## src/rtl/e203_exu_flush_sched.sv

```systemverilog
// ---------------------------------------------------------------------------
// e203_exu_flush_sched
//
// Flush scheduler for the EXU commit stage. Arbitrates between the
// exception/interrupt flush source and the branch-resolve flush source,
// registers the winner's adder operands and holds them as a single request
// to the IFU until it is acknowledged. A minimum idle gap is inserted after
// every completed flush, and saturating per-source counters record how many
// flushes each source completed.
//
// Ports:
//   clk, rst_n                  clock, synchronous active-low reset
//   excp_req_i/op1/op2, ack_o   exception flush source (higher priority)
//   brch_req_i/op1/op2, ack_o   branch-mispredict flush source
//   pipe_flush_req_o/op1/op2    registered flush request towards the IFU
//   pipe_flush_ack_i            IFU accepts the flush
//   flush_pulse_o               flush completed this cycle
//   brch_kill_o                 held branch flush replaced by an exception
//   busy_o                      scheduler not idle
//   excp_cnt_o, brch_cnt_o      completed flushes per source (saturating)
//   cnt_clr_i                   clear both counters
//
// Handshakes: a source raises req and holds req/ops stable until it sees
// its ack high in a cycle; the transfer happens in that cycle and the source
// drops req on the following cycle. Acks are combinational from the current
// state and the request inputs. Towards the IFU, pipe_flush_req_o is held
// with stable ops until the cycle pipe_flush_ack_i is sampled high.
// ---------------------------------------------------------------------------
module e203_exu_flush_sched #(
    parameter int PC_SIZE = 32,
    parameter int GAP_CYC = 1,
    parameter int CNT_W   = 16
) (
    input  logic               clk,
    input  logic               rst_n,
    input  logic               excp_req_i,
    input  logic [PC_SIZE-1:0] excp_op1_i,
    input  logic [PC_SIZE-1:0] excp_op2_i,
    output logic               excp_ack_o,
    input  logic               brch_req_i,
    input  logic [PC_SIZE-1:0] brch_op1_i,
    input  logic [PC_SIZE-1:0] brch_op2_i,
    output logic               brch_ack_o,
    output logic               pipe_flush_req_o,
    output logic [PC_SIZE-1:0] pipe_flush_op1_o,
    output logic [PC_SIZE-1:0] pipe_flush_op2_o,
    input  logic               pipe_flush_ack_i,
    output logic               flush_pulse_o,
    output logic               brch_kill_o,
    output logic               busy_o,
    output logic [CNT_W-1:0]   excp_cnt_o,
    output logic [CNT_W-1:0]   brch_cnt_o,
    input  logic               cnt_clr_i
);

    typedef enum logic [1:0] {
        ST_IDLE = 2'd0,
        ST_REQ  = 2'd1,
        ST_GAP  = 2'd2
    } state_e;

    typedef enum logic {
        SRC_EXCP = 1'b0,
        SRC_BRCH = 1'b1
    } src_e;

    // Gap counter load value; counting down to zero gives GAP_CYC idle cycles.
    localparam logic [3:0] GAP_LOAD = (GAP_CYC > 0) ? 4'(GAP_CYC - 1) : 4'd0;
    localparam logic [CNT_W-1:0] CNT_MAX = {CNT_W{1'b1}};

    state_e             state_q, state_d;
    src_e               src_q, src_d;
    logic [PC_SIZE-1:0] op1_q, op1_d;
    logic [PC_SIZE-1:0] op2_q, op2_d;
    logic [3:0]         gap_q, gap_d;
    logic [CNT_W-1:0]   excp_cnt_q, brch_cnt_q;

    logic excp_ack_c, brch_ack_c, kill_c, pulse_c;
    logic excp_inc, brch_inc;

    always_ff @(posedge clk) begin
        if (!rst_n) begin
            state_q <= ST_IDLE;
            src_q   <= SRC_EXCP;
            op1_q   <= '0;
            op2_q   <= '0;
            gap_q   <= '0;
        end else begin
            state_q <= state_d;
            src_q   <= src_d;
            op1_q   <= op1_d;
            op2_q   <= op2_d;
            gap_q   <= gap_d;
        end
    end

    always_comb begin
        state_d    = state_q;
        src_d      = src_q;
        op1_d      = op1_q;
        op2_d      = op2_q;
        gap_d      = gap_q;
        excp_ack_c = 1'b0;
        brch_ack_c = 1'b0;
        kill_c     = 1'b0;
        pulse_c    = 1'b0;
        excp_inc   = 1'b0;
        brch_inc   = 1'b0;
        case (state_q)
            ST_IDLE: begin
                if (excp_req_i) begin
                    excp_ack_c = 1'b1;
                    op1_d      = excp_op1_i;
                    op2_d      = excp_op2_i;
                    src_d      = SRC_EXCP;
                    state_d    = ST_REQ;
                end else if (brch_req_i) begin
                    brch_ack_c = 1'b1;
                    op1_d      = brch_op1_i;
                    op2_d      = brch_op2_i;
                    src_d      = SRC_BRCH;
                    state_d    = ST_REQ;
                end
            end
            ST_REQ: begin
                if (pipe_flush_ack_i) begin
                    // Completion beats preemption: a branch flush acked by
                    // the IFU is done and counted even if an exception
                    // arrives in the same cycle.
                    pulse_c  = 1'b1;
                    excp_inc = (src_q == SRC_EXCP);
                    brch_inc = (src_q == SRC_BRCH);
                    if (GAP_CYC > 0) begin
                        state_d = ST_GAP;
                        gap_d   = GAP_LOAD;
                    end else begin
                        state_d = ST_IDLE;
                    end
                end else if (src_q == SRC_BRCH && excp_req_i) begin
                    // Exception replaces the pending branch flush in place;
                    // the request line to the IFU stays high throughout.
                    excp_ack_c = 1'b1;
                    kill_c     = 1'b1;
                    op1_d      = excp_op1_i;
                    op2_d      = excp_op2_i;
                    src_d      = SRC_EXCP;
                end
            end
            ST_GAP: begin
                if (gap_q == 4'd0) begin
                    state_d = ST_IDLE;
                end else begin
                    gap_d = gap_q - 4'd1;
                end
            end
            default: begin
                state_d = ST_IDLE;
            end
        endcase
    end

    always_ff @(posedge clk) begin
        if (!rst_n) begin
            excp_cnt_q <= '0;
            brch_cnt_q <= '0;
        end else if (cnt_clr_i) begin
            excp_cnt_q <= '0;
            brch_cnt_q <= '0;
        end else begin
            if (excp_inc && rst_n && excp_cnt_q != CNT_MAX) begin
                excp_cnt_q <= excp_cnt_q + CNT_W'(1);
            end
            if (brch_inc && rst_n && brch_cnt_q != CNT_MAX) begin
                brch_cnt_q <= brch_cnt_q + CNT_W'(1);
            end
        end
    end

    // Nothing is handed over while reset is being applied, so a source never
    // sees an ack for a request the scheduler is about to forget.
    assign excp_ack_o       = excp_ack_c & rst_n;
    assign brch_ack_o       = brch_ack_c & rst_n;
    assign brch_kill_o      = kill_c & rst_n;
    assign flush_pulse_o    = pulse_c & rst_n;
    assign pipe_flush_req_o = (state_q == ST_REQ);
    assign pipe_flush_op1_o = op1_q;
    assign pipe_flush_op2_o = op2_q;
    assign busy_o           = (state_q != ST_IDLE);
    assign excp_cnt_o       = excp_cnt_q;
    assign brch_cnt_o       = brch_cnt_q;

endmodule

```

## config.mk

```make
export PLATFORM = sky130hd
export DESIGN_NAME = e203_exu_flush_sched
export DESIGN_NICKNAME = d
export VERILOG_FILES = /design/src/rtl/e203_exu_flush_sched.sv
export SDC_FILE = /design/constraint.sdc
export NUM_CORES = 1
export LEC_CHECK = 0
export ABC_AREA = 1
export CAP_MARGIN = 15
export CORE_UTILIZATION = 40
export DETAILED_ROUTE_END_ITERATION = 10
export DONT_BUFFER_PORTS = 1
export PLACE_DENSITY = 0.65
export SLEW_MARGIN = 20
export SYNTH_ARGS = -nofsm -noshare
export SYNTH_HDL_FRONTEND = slang
export SYNTH_SLANG_ARGS = --single-unit
export TNS_END_PERCENT = 100
```

## constraint.sdc

```tcl
create_clock -name clk -period 4 [get_ports clk]
set_clock_uncertainty 0.1 [all_clocks]
set_input_delay 0.6 -clock clk [delete_from_list [all_inputs] [get_ports clk]]
set_output_delay 0.6 -clock clk [all_outputs]
set_load 0.01 [all_outputs]
```

; Word level (Yosys, flattened, before mapping)
; Index checks and enable logic that the tools add are counted.
; W data, S select, Z words.
[word_totals]
register_bits = 103
in_bits = 134
out_inout_bits = 102
[op_classes]
addsub = 3
eq_ne = 10
mux = 37
bitwise = 6
reduce_logical = 14
[ops]
columns = op, n
row1 = $mux W32, 8
row2 = $pmux W32 S2, 2
row3 = $add A16 B1 Y16 const B, 2
row4 = $ne A16 B16 Y1 const B, 2
row5 = $mux W1, 17
row6 = $mux W2, 4
row7 = $mux W4, 2
row8 = $pmux W4 S2, 1
row9 = $ne A2 B2 Y1 const B, 3
row10 = $pmux W2 S3, 1
row11 = $reduce_and A3 Y1, 2
row12 = $reduce_bool A2 Y1, 3
row13 = $logic_and A1 B1 Y1, 5
row14 = $and A1 B1 Y1, 4
row15 = $logic_not A4 Y1, 1
row16 = $ne A2 B1 Y1 const B, 2
row17 = $pmux W1 S2, 2
row18 = $reduce_and A4 Y1, 1
row19 = $sub A4 B1 Y4 const B, 1
row20 = $ne A3 B3 Y1 const B, 1
row21 = $eq A2 B1 Y1 const B, 1
row22 = $eq A2 B2 Y1 const B, 1
row23 = $logic_not A2 Y1, 1
row24 = $not A1 Y1, 2
row25 = $reduce_or A2 Y1, 1

; Longest topological paths before layout
[depth]
word_depth = 5
depth_mapped = 10

; Worst setup path after synthesis
; OpenSTA, ideal clock, no wires.
[synth_path]
path_type = input-to-output
start = input pipe_flush_ack_i
end = output brch_ack_o
arrival_time_ps = 1406
required_ps = 3300
path_slack_ps = 1894
path_stages = 6
cell_sequence = inv_1 nand3_1 nand2_1 nand3_2 clkbuf_1 nor3_1
[synth_rtl]
columns = item, line
row1 = start: declaration, 47  ; input logic pipe_flush_ack_i,
row2 = end: declaration, 43  ; output logic brch_ack_o,

; Worst setup path after layout
[layout_path]
start = register state_q[1]
end = output excp_ack_o
[layout_between]
elab_chain_len = 3
[layout_lines]
columns = item, line
row1 = start: declaration, 71  ; state_e state_q, state_d;
row2 = start signal: assignment, 89  ; state_q <= state_d;
row3 = $eq A2 B1 Y1 / $logic_not A2 Y1 (equally long branches), 109  ; case (state_q)
row4 = $pmux W1 S2 (*), 109
row5 = $and A1 B1 Y1 (*), 181  ; assign excp_ack_o = excp_ack_c & rst_n;
row6 = end: declaration, 39  ; output logic excp_ack_o,
; Every way passes the cells marked *; elsewhere a longest branch is shown, timed or not.

==> summary.md <==
| Metric | Value |
|---|---|
| Status | `completed` |
| Measured slew at the worst slew-check pin | `1060 ps` |
| Post-Syn Nets | `979` |
| Peak VDD IR | `0.196 mV` |
| CP required | `around 3300 ps` |
| CTS tree | `built` |
| I/O pin cnt | `roughly 240` |
| Number of diodes | `0` |
| CTS Buf Count | `9` |
| Final total power | `between 0.002 and 0.0025 W` |
| Crit path cell chain | `inv_2, nand2_2, nand2_2, inv_2, nor3_1` |
| Placer Congestion | `0.796` |
| WHS Path Cells | `2` |
| FF-to-FF setup slack | `1880 ps` |
| Synth Warn # | `0` |
| CP arrival | `around 1900 ps` |
| Post-CTS setup buffers | `0` |
| Tcrit/Tclk final | `0.660` |
| Drt first pass iters | `4` |
| Yosys cell types | `29` |
| Synthesized area | `5170 sq um` |
| Power Internal | `roughly 0.0017 W` |
| Comb power frac | `0.152` |
| Worst setup SP type | `flop` |
| Hold Path End | `src_q` |
| Vias in the first global route | `4138` |
| Hold Startpoint | `rst_n` |
| Critical path's top delay family | `buffers and inverters` |
| Die width | `116 microns` |
| WP buf/inv | `2` |
| Routed wire length | `13100 microns` |
| Final net count | `~960` |
| Maximum buffer depth of the clock tree | `2` |
| Area of the core | `about 13000 sq um` |
| CP max FO | `66` |
| Total die area | `~13000 sq um` |
| Initial DRC count | `292` |
| Critical Path Sink Type | `output pin` |
| Cells after Synth | `~840` |
| GR Util All Layers | `0.191` |
| Final Hold Vio Count | `0` |
| Drt drc | `0` |
| Final worst path period need | `between 2000 and 3000 ps` |
| CP max stage delay | `~740 ps` |
| DP Worst Slack | `around 1600 ps` |
| Sequential Power Share | `0.504` |
| Final setup viols | `0` |
| Placed Cells | `around 1000` |
| Grt ovf | `0` |
| Worst slew margin | `0.296` |
| H-tree levels | `3` |
| Final core occ | `0.436` |
| Reg2Reg Depth | `8` |
| Max_cap viols | `0` |
| Switch Pwr | `around 0.00074 W` |
| Clock-pin slew on the worst setup and hold paths | `about 70 ps` |
| Share of cells above drive strength 1 | `0.0425` |
| Port Buffers | `0` |
| Sequential fraction of the synthesis area | `0.399` |
| Post-detail-place hpwl | `approximately 9300 microns` |
| Antenna Nets Post-Route | `0` |
| Power per Cell Area | `around 440 nW/um^2` |
| Sw Share | `0.309` |
| Leak | `2.27 nW` |
| F_max | `around 380 MHz` |
| Clock Latency Late Sink | `~340 ps` |
| Rows | `41` |
| Hold Path Class | `in2reg` |
| Clock power frac | `0.344` |
| Number of antenna violations at the first check in global routing | `0` |
| CTS Hold Buffers Added | `0` |
| FF-to-FF Start | `state_q[1]` |
| Synthesized area per cell | `a little over 6 sq um` |
| Max Transition Viols Final | `0` |
| Starting Density | `0.410` |
| Area grow syn2layout | `6.49%` |
| Critical Path Slowest Stage Cell | `inv_2` |
| Register bit total from synthesis | `~100` |
| Routed WL per cell | `13.2 microns` |
| First-pass GRT wire length | `approximately 20000 microns` |
| Cts repair resizes | `0` |
| Drt via density | `4.93` |
| RR Endpoint | `pipe_flush_op1_o[11]` |
| CTS sink cnt | `103` |
| CTS root buf | `clkbuf_16` |
| Fin cells | `slightly below 1000` |
| WS Path Type | `reg2out` |
| Largest net degree at the start of global routing | `67` |
| Setup tns final | `0 ps` |
| RSZ-0062 raised after global routing | `false` |
| Vias | `4903` |
| Worst Setup Slack, final | `1360 ps` |
| Chip height | `116 microns` |
## logic make-up after synthesis
family	synth area share
AND/OR/NAND/NOR	0.430
flip-flops	0.399
AO/OA/AOI/OAI	0.100
buffers and inverters	0.0588
XOR/XNOR	0.00508
adder cells (fa/ha/maj)	0.00726
## flip-flops by register name (all words and copies together), names as in the netlist
signal            flops
brch_cnt_o           16
excp_cnt_o           16
pipe_flush_op2_o     32
gap_q                 4
src_q                 1
pipe_flush_op1_o     32
state_q               2
## through the flow
step / hold slack [ps] / area, sq um
final: 289 / 5500
after CTS: 274 / 5500
after global placement: 395 / 5230
after floorplan: 384 / 5170
after global routing: 302 / 5500
after detailed placement: 398 / 5230
## worst max-delay path by stage
stage	startpoint	endpoint	depth (start not counted)
final	state_q[1]	excp_ack_o	5
after CTS	state_q[1]	excp_ack_o	5
after global routing	state_q[1]	excp_ack_o	5
after floorplan	pipe_flush_ack_i	brch_ack_o	6
after detailed placement	excp_req_i	excp_ack_o	4
after global placement	excp_req_i	excp_ack_o	4
## power groups by stage
stage	sequential, W	clock (W)	combinational [W]
after floorplan	0.00121	0	0.000314
after global placement	0.00123	0	0.000366
after detailed placement	0.00123	0	0.000371
after CTS	0.00121	0.000855	0.000372
after global routing	0.00122	0.000888	0.000425
final	0.00121	0.000824	0.000365
## Yosys cell counts
library cell	count	area (sq um)
nand2_2	2	12.5
a21boi_0	3	22.5
o21ai_0	12	60.1
nand2_1	411	1540
nor3_1	9	45.0
buf_6	1	11.3
clkbuf_1	16	60.1
nand3_2	2	20.0
xnor2_1	1	8.76
ha_1	3	37.5
nor2b_1	1	6.26
dfxtp_1	103	2060
a32oi_1	1	8.76
xor2_1	2	17.5
nor3_2	1	10.0
or2_2	1	6.26
o21ai_1	2	10.0
inv_1	26	97.6
buf_4	5	37.5
buf_1	1	3.75
nand3b_1	2	15.0
nor2_1	98	368
nand4_1	2	12.5
nor3_4	1	16.3
nor2_2	2	12.5
inv_2	5	18.8
a21oi_1	83	415
buf_2	15	75.1
nand3_1	31	155
## cell type report
type	instances	area, sq um
clock buffer	10	239
clock inverter	5	33.8
fill	1381	7120
inverter	31	116
multi-input combinational	670	2810
sequential	103	2060
tap	172	215
timing repair buffer	4	30.0
## cells in the final DEF, fill, tap and decap left out, types with 5 or more instances in the layout
| cell type | n |
|---|---|
| o21ai_0 | 12 |
| nor2_1 | 97 |
| nand3_1 | 31 |
| clkbuf_16 | 9 |
| inv_1 | 26 |
| nand2_1 | 410 |
| a21oi_1 | 83 |
| dfxtp_1 | 103 |
| nor3_1 | 9 |
| inv_2 | 5 |
## per-layer routing
layer	track usage	up-vias	wire, microns
li1	-	2600	-
met1	0.215	2132	5520
met2	0.339	154	6360
met3	0.0560	17	974
met4	0.0735	0	255
met5	0	-	0
Note: power is estimated with default switching activity, not from simulation.
